### config.mk
export PLATFORM = sky130hd
export DESIGN_NAME = mem_arbiter
export DESIGN_NICKNAME = d
export VERILOG_FILES = /design/src/rtl/mem_arbiter_pkg.sv /design/src/rtl/mem_arbiter.sv
export SDC_FILE = /design/constraint.sdc
export NUM_CORES = 1
export LEC_CHECK = 0
export CAP_MARGIN = 20
export CORE_ASPECT_RATIO = 1.5
export CORE_UTILIZATION = 38
export CTS_BUF_LIST = sky130_fd_sc_hd__clkbuf_4
export CTS_CLUSTER_SIZE = 24
export DETAILED_ROUTE_END_ITERATION = 10
export PLACE_DENSITY = 0.82
export RECOVER_POWER = 50
export SLEW_MARGIN = 20
export SYNTH_ARGS = -nofsm -noshare
export SYNTH_HDL_FRONTEND = slang
export SYNTH_SLANG_ARGS = --single-unit
### constraint.sdc
create_clock -name clk -period 4.2 [get_ports clk]
set_clock_uncertainty 0.2 [all_clocks]
set_input_delay 0.84 -clock clk [delete_from_list [all_inputs] [get_ports clk]]
set_output_delay 0.84 -clock clk [all_outputs]
set_load 0.005 [all_outputs]
### src/rtl/mem_arbiter_pkg.sv
// mem_arbiter_pkg: shared FSM encoding and default limits for the memory arbiter
package mem_arbiter_pkg;

   typedef enum logic [1:0] {
      IDLE  = 2'd0,
      FETCH = 2'd1,
      DRD   = 2'd2,
      DWR   = 2'd3
   } state_t;

   localparam logic [7:0] TIMEOUT_DEF    = 8'd255;
   localparam logic [2:0] FAIR_LIMIT_DEF = 3'd4;

endpackage

### src/rtl/mem_arbiter.sv
// mem_arbiter: shares one memory port between instruction fetch and data access, one access at a time
module mem_arbiter
   import mem_arbiter_pkg::*;
#(
   parameter logic [7:0] TIMEOUT    = TIMEOUT_DEF,
   parameter logic [2:0] FAIR_LIMIT = FAIR_LIMIT_DEF
) (
   input  logic        clk,
   input  logic        rst_n,
   input  logic        if_req,
   input  logic [15:0] if_addr,
   output logic [15:0] if_rdata,
   output logic        if_valid,
   input  logic        d_re,
   input  logic        d_we,
   input  logic [15:0] d_addr,
   input  logic [15:0] d_wdata,
   output logic [15:0] d_rdata,
   output logic        d_valid,
   output logic        stall,
   output logic [15:0] mem_addr,
   output logic [15:0] mem_wdata,
   output logic        mem_re,
   output logic        mem_we,
   input  logic [15:0] mem_rdata,
   input  logic        mem_rdy,
   output logic        bus_err
);

   state_t      state, state_nx;
   logic [2:0]  fair_cnt;
   logic [7:0]  wait_cnt;
   logic [15:0] addr_q, wdata_q;
   logic        d_req, busy, grant_d, grant_f, timeout, done;

   always_ff @(posedge clk) begin
      if (!rst_n) begin
         state    <= IDLE;
         fair_cnt <= '0;
         wait_cnt <= '0;
         addr_q   <= '0;
         wdata_q  <= '0;
      end else begin
         state <= state_nx;
         if (!busy) begin
            wait_cnt <= '0;
            if (grant_d) begin
               addr_q  <= d_addr;
               wdata_q <= d_wdata;
            end else if (grant_f) begin
               addr_q  <= if_addr;
               wdata_q <= '0;
            end
         end else if (!mem_rdy) begin
            wait_cnt <= wait_cnt + 8'd1;
         end
         // fetch starvation guard: count data wins only while a fetch is waiting
         if (!if_req || grant_f)
            fair_cnt <= '0;
         else if (grant_d && fair_cnt < FAIR_LIMIT)
            fair_cnt <= fair_cnt + 3'd1;
      end
   end

   always_comb begin
      d_req     = d_re | d_we;
      busy      = state != IDLE;
      grant_d   = !busy && d_req && (!if_req || fair_cnt < FAIR_LIMIT);
      grant_f   = !busy && !grant_d && if_req;
      timeout   = busy && !mem_rdy && wait_cnt == TIMEOUT;
      done      = busy && (mem_rdy || timeout);
      state_nx  = grant_d ? (d_we ? DWR : DRD) : grant_f ? FETCH : done ? IDLE : state;
      mem_addr  = addr_q;
      mem_wdata = wdata_q;
      mem_re    = state == FETCH || state == DRD;
      mem_we    = state == DWR;
      if_valid  = state == FETCH && done;
      d_valid   = (state == DRD || state == DWR) && done;
      if_rdata  = (if_valid && mem_rdy) ? mem_rdata : '0;
      d_rdata   = (state == DRD && mem_rdy) ? mem_rdata : '0;
      bus_err   = timeout;
      stall     = (if_req & ~if_valid) | (d_req & ~d_valid);
   end

endmodule

==> results.toml <==
[clocking]
cts_root_buf = "clkbuf_4"
cts_hold_buf = 0
cts.sink_count = 45
ctsResizeCount = 0
cts.reportedPaths.clkPinSlew_ps = 130
clock_path_buffers = 2
htree_levels = 2
clk_latency_ps = 350
cts_made_buffers = 5
cts_tree = "built"
cts_setup_buffers = 0

[yosys]
synth.cell_area_sq_um = 2260
synth_top_area_frac = 0.399
syn-num-nets = 339
ys_ff_latch = 45
yosys.area.top_type = "dfxtp_1"
synth_xor_area_frac = 0.0233
seq_area_frac_synth = 0.399
synthSimpleGateAreaFrac = 0.316
yosys_most_used_dff = "dfxtp_1"
ys_types = 43
yosysWarnings = 0
synth_area_leaders = "dfxtp_1 40%, nor3_1 7.5%, nor2_1 5.7%"
synth_edf_count = 0
synth_compound_area_frac = 0.164
muxShareOfSynthArea = 0.00443
async_flop_share = 0
yosys.area_share.adder = 0.0333
syn_inst = 263
synth_top_family_by_area = "simple AND/OR/NAND/NOR gates"
synth.avg_cell_area_sq_um = 8.58

[final_layout]
num-fill-cells = 506
area_growth_pct = 63.7
final_cell_mix = "105 x clkdlybuf4s50_1, 45 x dfxtp_1, 34 x nor2_1, 34 x nor3_1, 34 x dlygate4sd3_1"
final_nets = 472
drive_gt1_frac = 0.0932
diodes = 0
final_common_cell = "clkdlybuf4s50_1"
fin_cells = 469

[job]
cap_viol_max_count = 1

[setup_path]
reg2reg_to = "mem_addr[11]"
r2r_cells = 6
cp_top_family = "buffers and inverters"
cpPeakStageDelay_ps = 500
r2r_slack_ps = 1250
cp-start-kind = "input pin"
crit_buf_inv = 3
endpoint_kind = "primary output"
crit_path_max_fanout = 22
path_class = "in -> out"
path_common_cell = "clkdlybuf4s50_1"
crit_required_ps = 3160
rr_startpoint = "state[0]"
cp_slowest_cell = "clkdlybuf4s50_1"
worstPathCellList = "clkdlybuf4s50_1 > buf_4 > and3_1 > and2_1 > clkdlybuf4s50_1"
worstPathArrival_ps = 2660

[grt]
grt_pass1_vias = 2301
grt_max_degree = 34
track_usage = 0.204
grt_pass1_wl_um = 9980
grt.overflow.total = 0
antenna_found_initial = 0

[placed_design]
dp_cells = 461
dp_hpwl_um = 4770
post-place-ws_ps = 482
gp_congestion = 0.769
port_buffers = 139

[timing]
maxSlewViolCount = 34
relSlewSlack = -0.137
grt_setup_unrepaired = "false"
tightestPinTransition_ps = 1710
setup_tns_ps = 0
fin_ws_ps = 503
max_freq_ghz = 0.270
hold_viol_final = 0
setup_viol = 0
fin_crit_ps = 3700
hold_ws_ps = 271
fin_crit_sh = 0.880

[power]
ir_worst_vdd_uv = 184
power.density_nw_per_um2 = 295
leakagePower_nw = 1.51

[die]
top_level_ports = 140
placementRows = 34
die_area_sq_um = 6260
initial_core_util = 0.393
die_width_um = 64.9
die_height_um = 96.4
coreArea_sq_um = 5740

[drt]
vias_per_cell = 5.09
wl_per_cell_um = 13.6
vias = 2388
firstDrtPassIters = 4
drt_wl_total_um = 6370
drt_iter0_markers = 60
drc = 0
ant_nets = 0

[hold_path]
min_delay_path_depth = 2
min-delay-start = "fair_cnt[1]"
hp-class = "reg -> reg"
min_delay_worst_endpoint = "fair_cnt[1]"

[outcome]
violations = "capacitance limit, slew limit"
status = "finished with violations"
## flip-flops by register name, summed over array words and instances (netlist names)
register	count
fair_cnt	3
mem_addr	16
mem_wdata	16
state	2
wait_cnt	8
## worst register-to-register path, cell delays in order, from the launching register on
cell and delay (ps):
dfxtp_1 360, inv_1 110, ha_1 420, o21ai_2 170, a21oi_2 1230, nor3_1 170, nor3_1 220
## cell families after synthesis
logic type | Yosys count
mux | 1
fa+ha+maj | 6
flops | 45
compound gates | 49
buf+inv | 23
simple gates | 133
xor+xnor | 6
## through the flow
step                utilization  instance area (sq um)  power [mW]
global route              0.644                   3700        1.17
floorplan                     -                   2260       0.717
finish                    0.644                   3700        1.09
CTS                       0.646                   3710        1.13
global placement          0.636                   3650       0.912
detailed placement        0.636                   3650       0.918
## per-layer routing
| layer | vias up | share of wire | global-route usage |
|---|---|---|---|
| met5 | - | 0 | 0 |
| met4 | 0 | 0.032 | 0.115 |
| met3 | 17 | 0.070 | 0.0446 |
| met2 | 106 | 0.53 | 0.391 |
| met1 | 1076 | 0.36 | 0.198 |
| li1 | 1189 | - | - |
## cell type report
cell class / instances / area [sq um] / area share
Timing Repair Buffer: 142 / 1410 / 0.382
Sequential cell: 45 / 901 / 0.244
Inverter: 7 / 26.3 / 0.00711
Clock buffer: 5 / 37.5 / 0.0102
Tap cell: 72 / 90.1 / 0.0244
Clock inverter: 3 / 17.5 / 0.00474
Multi-Input combinational cell: 195 / 1210 / 0.328
## report_power, final
group / leakage [nW] / switching, mW / internal [mW]
Sequential: 0.370 / 0.0240 / 0.474
Combinational: 1.11 / 0.184 / 0.205
Clock: 0.0310 / 0.141 / 0.0633
## cells in the mapped netlist, types with 3 or more instances
cell type,count
a21oi_1,5
clkbuf_1,8
a22oi_1,6
dfxtp_1,45
and2_1,17
nand2_1,8
nor2_2,10
inv_1,6
a22oi_2,10
buf_2,3
xor2_1,4
nor2_1,34
and3_1,17
ha_1,6
nor3_1,34
o21ai_0,19
## worst max-delay path by stage
stage | cells past startpoint | start | end
2_1_floorplan | 4 | mem_rdy | stall
3_3_place_gp | 5 | mem_rdy | if_rdata[0]
3_5_place_dp | 5 | mem_rdy | if_rdata[15]
4_1_cts | 5 | mem_rdy | if_rdata[15]
5_1_grt | 6 | state[1] | if_rdata[14]
6_report | 5 | mem_rdy | if_rdata[1]
Power figures use the tool's default switching activity.
